**src/rtl/riscv_core_trap_ctrl.sv**
```systemverilog
// Trap sequencer: picks one exception, interrupt or mret per cycle by priority
// and runs the fixed commit/redirect sequence toward the machine-mode CSRs.
module riscv_core_trap_ctrl #(
    parameter int XLEN = 64,
    parameter int ILEN = 32
) (
    input  logic            i_trap_ctrl_clk,
    input  logic            i_trap_ctrl_rst_n,
    input  logic [XLEN-1:0] i_trap_ctrl_pc_id,
    input  logic [XLEN-1:0] i_trap_ctrl_pc_exe,
    input  logic [XLEN-1:0] i_trap_ctrl_pc_mem,
    input  logic [ILEN-1:0] i_trap_ctrl_instr_id,
    input  logic [ILEN-1:0] i_trap_ctrl_instr_exe,
    input  logic [ILEN-1:0] i_trap_ctrl_instr_mem,
    input  logic            i_trap_ctrl_valid_id,
    input  logic            i_trap_ctrl_valid_exe,
    input  logic            i_trap_ctrl_valid_mem,
    input  logic            i_trap_ctrl_illegal_id,
    input  logic            i_trap_ctrl_ecall_id,
    input  logic            i_trap_ctrl_ebreak_id,
    input  logic            i_trap_ctrl_illegal_exe,
    input  logic            i_trap_ctrl_misaligned_exe,
    input  logic [XLEN-1:0] i_trap_ctrl_exe_target,
    input  logic            i_trap_ctrl_lw_fault_mem,
    input  logic            i_trap_ctrl_sw_fault_mem,
    input  logic [XLEN-1:0] i_trap_ctrl_mem_addr,
    input  logic            i_trap_ctrl_mem_busy,
    input  logic            i_trap_ctrl_mret_wb,
    input  logic            i_trap_ctrl_mstatus_mie,
    input  logic [XLEN-1:0] i_trap_ctrl_mie,
    input  logic [XLEN-1:0] i_trap_ctrl_mip,
    input  logic [XLEN-1:0] i_trap_ctrl_mtvec,
    input  logic [XLEN-1:0] i_trap_ctrl_mepc,
    output logic            o_trap_ctrl_commit,
    output logic [XLEN-1:0] o_trap_ctrl_cause,
    output logic [XLEN-1:0] o_trap_ctrl_epc,
    output logic [XLEN-1:0] o_trap_ctrl_tval,
    output logic [ILEN-1:0] o_trap_ctrl_tinst,
    output logic            o_trap_ctrl_mret_commit,
    output logic            o_trap_ctrl_redirect,
    output logic [XLEN-1:0] o_trap_ctrl_target,
    output logic            o_trap_ctrl_if_flush,
    output logic            o_trap_ctrl_id_flush,
    output logic            o_trap_ctrl_exe_flush,
    output logic            o_trap_ctrl_mem_flush,
    output logic            o_trap_ctrl_stall,
    output logic            o_trap_ctrl_ext_ack
);

    typedef enum logic [1:0] {IDLE, COMMIT, REDIRECT, MRET} state_t;

    localparam logic [XLEN-1:0] C_EXT = {1'b1, (XLEN-1)'(11)};
    localparam logic [XLEN-1:0] C_TMR = {1'b1, (XLEN-1)'(7)};

    state_t state, state_nx;

    logic [XLEN-1:0] cause_q, epc_q, tval_q;
    logic [ILEN-1:0] tinst_q;

    logic mem_sw, mem_lw, exe_ill, exe_mis;
    logic id_ill, id_ebrk, id_ecall;
    logic exc_any, irq_ok, irq_ext, irq_tmr;
    logic take, take_mret;
    logic [XLEN-1:0] cause_nx, epc_nx, tval_nx, irq_epc, base;
    logic [ILEN-1:0] tinst_nx;
    logic [3:0] fl_acc, fl;
    logic unused_bits;

    assign mem_sw   = i_trap_ctrl_valid_mem & i_trap_ctrl_sw_fault_mem;
    assign mem_lw   = i_trap_ctrl_valid_mem & i_trap_ctrl_lw_fault_mem;
    assign exe_ill  = i_trap_ctrl_valid_exe & i_trap_ctrl_illegal_exe;
    assign exe_mis  = i_trap_ctrl_valid_exe & i_trap_ctrl_misaligned_exe;
    assign id_ill   = i_trap_ctrl_valid_id & i_trap_ctrl_illegal_id;
    assign id_ebrk  = i_trap_ctrl_valid_id & i_trap_ctrl_ebreak_id;
    assign id_ecall = i_trap_ctrl_valid_id & i_trap_ctrl_ecall_id;

    assign exc_any = mem_sw | mem_lw | exe_ill | exe_mis
                   | id_ill | id_ebrk | id_ecall;

    assign irq_ok = i_trap_ctrl_mstatus_mie & ~i_trap_ctrl_mem_busy
                  & ~exc_any & ~i_trap_ctrl_mret_wb;
    assign irq_ext = irq_ok & i_trap_ctrl_mie[11] & i_trap_ctrl_mip[11];
    assign irq_tmr = irq_ok & i_trap_ctrl_mie[7] & i_trap_ctrl_mip[7];

    // Interrupts report the oldest live instruction as the resume point.
    assign irq_epc = i_trap_ctrl_valid_mem ? i_trap_ctrl_pc_mem :
                     i_trap_ctrl_valid_exe ? i_trap_ctrl_pc_exe :
                                             i_trap_ctrl_pc_id;

    assign unused_bits = ^{i_trap_ctrl_mie, i_trap_ctrl_mip};

    always_comb begin
        take      = 1'b0;
        take_mret = 1'b0;
        cause_nx  = '0;
        epc_nx    = '0;
        tval_nx   = '0;
        tinst_nx  = '0;
        fl_acc    = 4'b0000;
        if (i_trap_ctrl_mret_wb) begin
            take_mret = 1'b1;
            fl_acc    = 4'b1111;
        end else if (mem_sw | mem_lw) begin
            take     = 1'b1;
            cause_nx = mem_sw ? XLEN'(7) : XLEN'(5);
            epc_nx   = i_trap_ctrl_pc_mem;
            tval_nx  = i_trap_ctrl_mem_addr;
            tinst_nx = i_trap_ctrl_instr_mem;
            fl_acc   = 4'b1111;
        end else if (exe_ill | exe_mis) begin
            take     = 1'b1;
            cause_nx = exe_ill ? XLEN'(2) : XLEN'(0);
            epc_nx   = i_trap_ctrl_pc_exe;
            tval_nx  = exe_ill ? '0 : i_trap_ctrl_exe_target;
            tinst_nx = i_trap_ctrl_instr_exe;
            fl_acc   = 4'b1110;
        end else if (id_ill | id_ebrk | id_ecall) begin
            take     = 1'b1;
            cause_nx = id_ill  ? XLEN'(2) :
                       id_ebrk ? XLEN'(3) : XLEN'(11);
            epc_nx   = i_trap_ctrl_pc_id;
            tinst_nx = i_trap_ctrl_instr_id;
            fl_acc   = 4'b1100;
        end else if (irq_ext | irq_tmr) begin
            take     = 1'b1;
            cause_nx = irq_ext ? C_EXT : C_TMR;
            epc_nx   = irq_epc;
            fl_acc   = 4'b1111;
        end
    end

    always_comb begin
        state_nx = state;
        unique case (state)
            IDLE: begin
                if (take_mret)
                    state_nx = MRET;
                else if (take)
                    state_nx = COMMIT;
            end
            COMMIT:   state_nx = REDIRECT;
            REDIRECT: state_nx = IDLE;
            MRET:     state_nx = IDLE;
            default:  state_nx = IDLE;
        endcase
    end

    always_ff @(posedge i_trap_ctrl_clk or negedge i_trap_ctrl_rst_n) begin
        if (!i_trap_ctrl_rst_n) begin
            state   <= IDLE;
            cause_q <= '0;
            epc_q   <= '0;
            tval_q  <= '0;
            tinst_q <= '0;
        end else begin
            state <= state_nx;
            if (state == IDLE && take && !take_mret) begin
                cause_q <= cause_nx;
                epc_q   <= epc_nx;
                tval_q  <= tval_nx;
                tinst_q <= tinst_nx;
            end
        end
    end

    assign base = {i_trap_ctrl_mtvec[XLEN-1:2], 2'b00};

    always_comb begin
        o_trap_ctrl_target = '0;
        unique case (state)
            REDIRECT: begin
                if (i_trap_ctrl_mtvec[1:0] == 2'b01 && cause_q[XLEN-1])
                    o_trap_ctrl_target = base + XLEN'({cause_q[5:0], 2'b00});
                else
                    o_trap_ctrl_target = base;
            end
            MRET:    o_trap_ctrl_target = i_trap_ctrl_mepc;
            default: o_trap_ctrl_target = '0;
        endcase
    end

    assign fl = (state == IDLE) ? fl_acc : 4'b1111;

    assign o_trap_ctrl_if_flush     = fl[3];
    assign o_trap_ctrl_id_flush     = fl[2];
    assign o_trap_ctrl_exe_flush    = fl[1];
    assign o_trap_ctrl_mem_flush    = fl[0];
    assign o_trap_ctrl_commit       = (state == COMMIT);
    assign o_trap_ctrl_ext_ack      = (state == COMMIT) && (cause_q == C_EXT);
    assign o_trap_ctrl_mret_commit  = (state == MRET);
    assign o_trap_ctrl_redirect     = (state == REDIRECT) || (state == MRET);
    assign o_trap_ctrl_stall        = (state != IDLE);
    assign o_trap_ctrl_cause        = cause_q;
    assign o_trap_ctrl_epc          = epc_q;
    assign o_trap_ctrl_tval         = tval_q;
    assign o_trap_ctrl_tinst        = tinst_q;

endmodule

```
**config.mk**
```make
export PLATFORM = sky130hd
export DESIGN_NAME = riscv_core_trap_ctrl
export DESIGN_NICKNAME = d
export VERILOG_FILES = /design/src/rtl/riscv_core_trap_ctrl.sv
export SDC_FILE = /design/constraint.sdc
export NUM_CORES = 1
export LEC_CHECK = 0
export CELL_PAD_IN_SITES_DETAIL_PLACEMENT = 1
export CELL_PAD_IN_SITES_GLOBAL_PLACEMENT = 1
export CORE_AREA = 5 5 380 382
export DETAILED_ROUTE_END_ITERATION = 16
export DIE_AREA = 0 0 385 387
export GPL_TIMING_DRIVEN = 1
export PLACE_DENSITY = 0.52
export SYNTH_ARGS = -nofsm -noshare
export SYNTH_HDL_FRONTEND = slang
export SYNTH_SLANG_ARGS = --single-unit
```
**constraint.sdc**
```tcl
create_clock -name i_trap_ctrl_clk -period 7.3 [get_ports i_trap_ctrl_clk]
set_clock_uncertainty 0.2 [all_clocks]
set_input_delay 1.46 -clock i_trap_ctrl_clk [delete_from_list [all_inputs] [get_ports i_trap_ctrl_clk]]
set_output_delay 1.46 -clock i_trap_ctrl_clk [all_outputs]
set_load 0.005 [all_outputs]
```
# --- After elaboration in Yosys (flattened, before gate mapping) ---
# Index checks and enable logic that the tools add are counted.
classes:
  mul: 0
  eq_ne: 6
  muxes: 42
  div: 0
  shifts: 0
  bitwise_logic: 27
  n_reduce_logical: 9
  magnitude_cmp: 0
  add_sub_neg: 1
ops:
  columns: ["cell", "n"]
  rows:
  - ["$mux W64", 17]
  - ["$mux W32", 4]
  - ["$pmux W64 S2", 1]
  - ["$add A64 B8 Y64", 1]
  - ["$eq A64 B64 Y1 const B", 1]
  - ["$mux W4", 9]
  - ["$and A1 B1 Y1", 14]
  - ["$or A1 B1 Y1", 10]
  - ["$mux W2", 4]
  - ["$mux W1", 6]
  - ["$pmux W2 S3", 1]
  - ["$eq A2 B1 Y1 const B", 2]
  - ["$eq A2 B2 Y1 const B", 2]
  - ["$logic_and A1 B1 Y1", 4]
  - ["$ne A3 B3 Y1 const B", 1]
  - ["$not A1 Y1", 3]
  - ["$logic_not A2 Y1", 1]
  - ["$reduce_bool A2 Y1", 1]
  - ["$reduce_or A2 Y1", 1]
  - ["$logic_not A1 Y1", 1]
  - ["$logic_or A1 B1 Y1", 1]
word_totals:
  out_inout_bits: 297
  register_bits: 226
  mem_bits_ro: 0
  mem_count: 0
  mem_bits_rw: 0
  latchBits: 0
  in_bits: 687
  elab_cells: 90

# --- Depth between registers and ports, before layout ---
# Gate-level depths: netlist (run 1).
depth:
  depth_word: 21
  depth_mapped: 10
  ltp_nobuf: 8

# --- Worst setup path before layout (run 1) ---
# Ideal clock, no wire load.
synth_timing:
  path_kind: "input to output"
  startpoint: "input port i_trap_ctrl_mtvec[2]"
  endpoint: "output port o_trap_ctrl_target[50]"
  arrival_ps: 3457
  required_ps: 5640
  setup_slack_ps: 2183
  n_path_buf: 0
  cell_stages: 8
  path_cell_list: "ha_1 > inv_1 > fa_1 > nand2b_1 > a21oi_1 > nand4_1 > or4_1 > a31oi_1"
synth_via:
  elab_chain_len: 3
synth_rtl:
  columns: ["item", "line_no", "source"]
  rows:
  - ["start: declaration", "32", "input logic [XLEN-1:0] i_trap_ctrl_mtvec,"]
  - ["$add A64 B8 Y64", "173", "o_trap_ctrl_target = base + XLEN'({cause_q[5:0], 2'b00});"]
  - ["$mux W64", "172", "if (i_trap_ctrl_mtvec[1:0] == 2'b01 && cause_q[XLEN-1])"]
  - ["$pmux W64 S2", "170", "unique case (state)"]
  - ["end: declaration", "41", "output logic [XLEN-1:0] o_trap_ctrl_target,"]
# Every way passes these cells.

# --- Final worst setup path (run 1) ---
layout_timing:
  startpoint: "input port i_trap_ctrl_mtvec[2]"
  endpoint: "output port o_trap_ctrl_target[36]"
# The elaborated chain is that of the path after synthesis.

==> metrics, run 1 <==
sequential power share 0.262; sw frac 0.439; Crit path buffers/inverters 5; post-synthesis cell count 1,811; Pre-Repair DR Iteration Count 5; Yosys top cell area share 0.309; ranking of synthesized cells by area dfrtp_1, nand2_1, o21ai_0, nand3_1, mux2_2; Setup TNS 0 ns; Die H 387 um; Layout area overhead 78.6%; WP data required 5.64 ns; Hold-fix buffers, CTS 0; Max Cap Violations 0; ys async rst share 1.00; initial antenna violation count 24; post-synthesis register bit count 167; Reg clk slew, reported paths 0.07 ns; r2r startpoint state[0]; Final Instance Count excl. Fillers 4,419; synthesized area 0.0135 sq mm; Final period util 0.921; # DRC 0; H-tree levels 4; fin worst setup slack 0.575 ns; Max clock buf depth 2; GRT overflow 0; layout cell share with drive strength beyond 1 0.0654; synth cell count leaders nand2_1, o21ai_0, nand3_1, dfrtp_1, clkbuf_1; crit-path max FO 18; prevailing post-synth register cell dfrtp_1; Final Max Slew Viols 0; Final setup viols 0; Synth area leader dfrtp_1; first-pass GRT wire length 149,000 um; Synth cell types 63; Hold Path Class flip-flop to flip-flop; CP delay by family, top buffers and inverters; EDFF count, synth 0; post-layout min period 6.72 ns; die area 0.149 sq mm; crit path launch type input port; count leader, synth nand2_1; Post-DP HPWL 89,100 um; Post-Place Setup Slack 0.584 ns; kind of end point of the critical path output pin; PwrDens 243 mW/mm^2; clk_lat worst skew 0.51 ns; final WL 110,000 um; Vias 17,000; Sw Pwr 2580 uW; initial DRC count 846; max frequency 0.149 GHz; status finished clean; FP Rows 138; postcts setup bufs 0; Worst-Margin Slew 1.29 ns; gr usage total 0.143; largest net degree at the start of global routing 132; crit path kind input port to output pin; Pleak 0.00881 uW; CTS tree done; Synth Warn # 0; I/O Buffers 800; CTS sink cnt 167; Die Wd 385 um; slowest CP cell clkdlybuf4s50_1; Num CTS Buffers 17; crit-path max cell delay 0.65 ns; GPL Wtd Cong 0.841; nets 3,201; # IOs 984; Fillers 16,700; Max transition margin 0.141; CTS Root Cell clkbuf_16; Initial Util 0.0962; Core Box Area 0.141 sq mm; sequential cell area fraction in the yosys report 0.309; Hold Vio Cnt, Final 0; worst path cell trace clkdlybuf4s50_1 > ha_1 > inv_1 > fa_1 > nand2b_1 > a21oi_1 > buf_4 > nand4_1 > buf_4 > or4_1 > a31oi_1 > clkdlybuf4s50_1; post-placement cell count 4,380; Clock power frac 0.178; Comb pwr share 0.560; post_cts resized 0; vias per cell 3.85; unrepaired setup endpoints after global routing no; Internal Dissipation 3300 uW; Worst IR Drop VDD 0.162 mV; Hold Startpoint o_trap_ctrl_tval[10]; vias in the first global route 17,900; Arr. time, crit path 5.06 ns; Routed WL per cell 24.9 um; CP Launch Point i_trap_ctrl_mtvec[2]; syn_area_per_cell 7.48 sq um; antenna viol nets, final 0
-- layout make-up --
class                      count  area [sq um]  area share
antenna                        7          17.5    0.000724
clock buffer                  17           425      0.0176
timing repair buffer         844          8430       0.349
tap                         1890          2360      0.0978
sequential                   167          4180       0.173
inverter                      11          41.3     0.00171
clock inverter                15           198     0.00818
multi-input combinational   1468          8520       0.352
-- final timing paths --
path	end	slack (ns)	depth (start not counted)
setup / recovery	o_trap_ctrl_target[36]	0.58	12
hold / removal	o_trap_ctrl_tval[10]	0.28	2
setup reg to reg	o_trap_ctrl_tval[16]	4.28	5
hold reg to reg	o_trap_ctrl_tval[10]	0.28	2
max in group asynchronous	o_trap_ctrl_tval[20]	4.94	2
min in group asynchronous	o_trap_ctrl_epc[11]	0.67	1
-- flip-flops by register name, indices dropped and copies added, names as in the netlist --
signal / count
o_trap_ctrl_epc: 64
state: 2
o_trap_ctrl_cause: 5
o_trap_ctrl_tinst: 32
o_trap_ctrl_tval: 64
-- cell usage in the layout, fill, tap and decap left out, types with 14 or more instances in the layout --
master / synthesis / layout
clkbuf_16: 0 / 17
o22ai_1: 65 / 65
mux2_2: 64 / 64
xnor2_1: 14 / 14
a22oi_1: 64 / 64
and3_1: 15 / 15
o21ai_0: 219 / 219
xor2_1: 17 / 17
nand4_1: 30 / 30
clkdlybuf4s50_1: 0 / 795
nand2_1: 312 / 311
conb_1: 1 / 59
or3_1: 14 / 14
nand3_1: 203 / 202
mux2i_1: 64 / 64
nor3_1: 73 / 73
a31oi_1: 20 / 20
a21oi_1: 86 / 86
buf_4: 60 / 40
dfrtp_1: 167 / 166
nor2_1: 21 / 21
-- cells by family (layout without fill, tap and decap cells) --
family | count (synthesis) | in the layout | share of synthesized area
XOR/XNOR | 31 | 31 | 0.0201
buffers and inverters | 234 | 887 | 0.0830
flip-flops | 167 | 167 | 0.309
adder cells (fa/ha/maj) | 5 | 5 | 0.00518
AO/OA/AOI/OAI | 508 | 508 | 0.222
other | 1 | 66 | 0.000277
multiplexers | 128 | 128 | 0.101
AND/OR/NAND/NOR | 737 | 737 | 0.261
-- per-stage QoR --
step	power [uW]	util	hold slack, ns	area [sq um]
floorplan	2530	-	0.273	13800
global placement	4980	0.167	0.264	23500
detailed placement	5000	0.167	0.269	23500
CTS	6140	0.172	0.287	24200
global route	6330	0.172	0.309	24200
finish	5880	0.172	0.280	24200
-- metal layers --
| layer | track usage | vias up | wire length [um] |
|---|---|---|---|
| li1 | - | 7893 | - |
| met1 | 0.181 | 8448 | 47900 |
| met2 | 0.243 | 613 | 52800 |
| met3 | 0.0409 | 62 | 8000 |
| met4 | 0.0253 | 10 | 1380 |
| met5 | 0 | - | 62 |
-- power groups by stage --
stage	Clock [uW]	Combinational (uW)	Sequential, uW
2_1_floorplan	0	1020	1520
3_3_place_gp	0	3440	1550
3_5_place_dp	0	3440	1560
4_1_cts	1140	3460	1550
5_1_grt	1140	3590	1600
6_report	1050	3300	1540
-- worst register-to-register path, delay by kind of cell (launching register included) --
kind,cells,cell delay (ns)
AO/OA/AOI/OAI,2,1.22
flip-flops,1,0.40
AND/OR/NAND/NOR,1,0.27
buffers and inverters,2,0.81
Note: power is estimated with default switching activity, not from simulation.
==> run 2, diff against run 1 <==
--- a/config.mk
+++ b/config.mk
@@ -7,11 +7,11 @@
 export LEC_CHECK = 0
 export CELL_PAD_IN_SITES_DETAIL_PLACEMENT = 1
 export CELL_PAD_IN_SITES_GLOBAL_PLACEMENT = 1
-export CORE_AREA = 5 5 380 382
+export CORE_AREA = 2 2 381 383
 export DETAILED_ROUTE_END_ITERATION = 16
-export DIE_AREA = 0 0 385 387
+export DIE_AREA = 0 0 383 385
 export GPL_TIMING_DRIVEN = 1
-export PLACE_DENSITY = 0.52
+export PLACE_DENSITY = 0.51
 export SYNTH_ARGS = -nofsm -noshare
 export SYNTH_HDL_FRONTEND = slang
 export SYNTH_SLANG_ARGS = --single-unit
==> constraint.sdc (replaced) <==
create_clock -name i_trap_ctrl_clk -period 7.55 [get_ports i_trap_ctrl_clk]
set_clock_uncertainty 0.2 [all_clocks]
set_input_delay 1.51 -clock i_trap_ctrl_clk [delete_from_list [all_inputs] [get_ports i_trap_ctrl_clk]]
set_output_delay 1.51 -clock i_trap_ctrl_clk [all_outputs]
set_load 0.005 [all_outputs]
==> run 2 against run 1 <==
  * Die area shrank 1.0%
  * Clock-buffer cell count grew 1
  * Power shrank 3.6%
==> metrics, run 2 (synthesis results as in run 1) <==
status finished clean; Max transition margin 0.338 (+0.197); Pre-Repair DR Iteration Count 5 (unchanged); first-pass GRT wire length 147,000 um (-1.3%); crit path launch type input port; crit-path max cell delay 0.57 ns (-0.08 ns); Initial Util 0.0946 (-0.00162); Worst-Margin Slew 0.993 ns (-0.295 ns); Crit path buffers/inverters 5 (unchanged); antenna viol nets, final 0 (unchanged); Final setup viols 0 (unchanged); initial DRC count 896 (+5.9%); layout cell share with drive strength beyond 1 0.0620 (-0.00342); post-placement cell count 4,387 (+0.16%); H-tree levels 4 (unchanged); GRT overflow 0 (unchanged); vias in the first global route 17,400 (-2.6%); sw frac 0.444 (+0.00470); Max clock buf depth 2 (unchanged); Pleak 0.00873 uW (-0.90%); Die H 385 um (-0.52%); crit-path max FO 18 (unchanged); Worst IR Drop VDD 0.128 mV (-21%); Core Box Area 0.143 sq mm (+1.7%); Hold Vio Cnt, Final 0 (unchanged); Hold WS 0.277 ns (-0.00365 ns); Arr. time, crit path 4.97 ns (-0.09 ns); max frequency 0.150 GHz; Final Max Slew Viols 0 (unchanged); commonest non-fill, non-tap cell in the layout clkdlybuf4s50_1; GPL Wtd Cong 0.851 (+1.2%); WP data required 5.84 ns (+0.20 ns); Hold-fix buffers, CTS 0 (unchanged); vias per cell 3.84 (-0.42%); CTS Root Cell clkbuf_16; nets 3,195 (-0.19%); Layout area overhead 77.7%; Num CTS Buffers 17 (unchanged); fin worst setup slack 0.867 ns (+0.292 ns); Sw Pwr 2520 uW (-2.6%); Clock power frac 0.172 (-0.006); post-layout min period 6.68 ns; postcts setup bufs 0 (unchanged); CTS sink cnt 167 (unchanged); PwrDens 236 mW/mm^2 (-3.1%); CTS tree done; I/O Buffers 800 (unchanged); Comb pwr share 0.569 (+0.009); crit path kind input port to output pin; Setup TNS 0 ns (unchanged); worst path cell trace clkdlybuf4s50_1 > ha_1 > inv_1 > fa_1 > nand2b_1 > a21oi_1 > buf_4 > nand4_1 > buf_4 > or4_1 > a31oi_1 > clkdlybuf4s50_1; initial antenna violation count 20 (-17%); Post-DP HPWL 86,900 um (-2.5%); # IOs 984 (unchanged); unrepaired setup endpoints after global routing no; Routed WL per cell 24.7 um (-1.2%); Max Cap Violations 0 (unchanged); Die Wd 383 um (-0.52%); # DRC 0 (unchanged); Hold Path Class flip-flop to flip-flop; R2R Setup Slk 4.77 ns (+0.49 ns); CP delay by family, top buffers and inverters; Final period util 0.885; clk_lat worst skew 0.54 ns (+0.03 ns); Vias 17,000 (-0.22%); die area 0.147 sq mm (-1.0%); largest net degree at the start of global routing 192 (+45%); Internal Dissipation 3160 uW (-4.4%); gr usage total 0.143 (+0.000351); commonest cells after routing, fill and taps aside clkdlybuf4s50_1, nand2_1, o21ai_0, nand3_1, dfrtp_1; sequential power share 0.259 (-0.003); FP Rows 139 (+0.72%); post_cts resized 0 (unchanged); kind of end point of the critical path output pin; Final Instance Count excl. Fillers 4,428 (+0.20%); Reg clk slew, reported paths 0.07 ns (about the same); final WL 109,000 um (-0.95%); Post-Place Setup Slack 0.860 ns (+0.276 ns); slowest CP cell clkdlybuf4s50_1
## run 2: changes by cell type in the layout (fill, tap and decap cells not counted), moves of 2 or more
cell,before,now
clkinv_8,6,2
buf_12,8,4
inv_6,1,5
inv_12,2,0
clkinvlp_4,1,3
diode_2,7,9
buf_4,40,36
clkdlybuf4s50_1,795,797
## run 2: worst reg2reg max path, cell delays in order, from the launching register on
cell and delay, ns:
dfrtp_2 0.71, or2_2 0.49, a311o_2 0.43, buf_12 0.26, nand2_1 0.42, o21ai_0 0.10
## run 2: layer usage
metal / part of all wire / GRT usage / vias up / wire length, um
met4: 0.011 / 0.0242 / 8 / 1220
li1: - / - / 7908 / -
met2: 0.48 / 0.242 / 621 / 52100
met5: 0.00043 / 0 / - / 47
met1: 0.44 / 0.184 / 8389 / 48200
met3: 0.070 / 0.0375 / 63 / 7620
## run 2: power groups by stage
stage	clock network (uW)	logic, uW	registers (uW)
6_report	978	3230	1470
3_5_place_dp	0	3350	1490
5_1_grt	1080	3520	1520
3_3_place_gp	0	3340	1480
2_1_floorplan	0	982	1470
4_1_cts	1070	3370	1470
## run 2: final cells by class
type                            instances  area (sq um)
Multi-Input combinational cell       1468          8520
Clock inverter                         14           135
Tap cell                             1903          2380
Timing Repair Buffer                  838          8340
Clock buffer                           18           429
Sequential cell                       167          4180
Inverter                               11          41.3
Antenna cell                            9          22.5
Fill cell                           17000        119000
## run 2: worst paths after layout
kind,from,depth (start not counted),endpoint
max in group asynchronous,i_trap_ctrl_rst_n,2,o_trap_ctrl_tval[30]
setup / recovery,i_trap_ctrl_mtvec[2],12,o_trap_ctrl_target[50]
setup reg to reg,state[1],5,o_trap_ctrl_tval[40]
min in group asynchronous,i_trap_ctrl_rst_n,1,o_trap_ctrl_epc[16]
hold / removal,o_trap_ctrl_tval[11],2,o_trap_ctrl_tval[11]
hold reg to reg,o_trap_ctrl_tval[11],2,o_trap_ctrl_tval[11]
## run 2: stage by stage
stage	area (sq um)	utilization	power [uW]
final	24100	0.168	5670
after global routing	24000	0.168	6120
after CTS	24000	0.168	5910
after detailed placement	23500	0.164	4840
after global placement	23500	0.164	4820
after floorplan	13800	-	2450
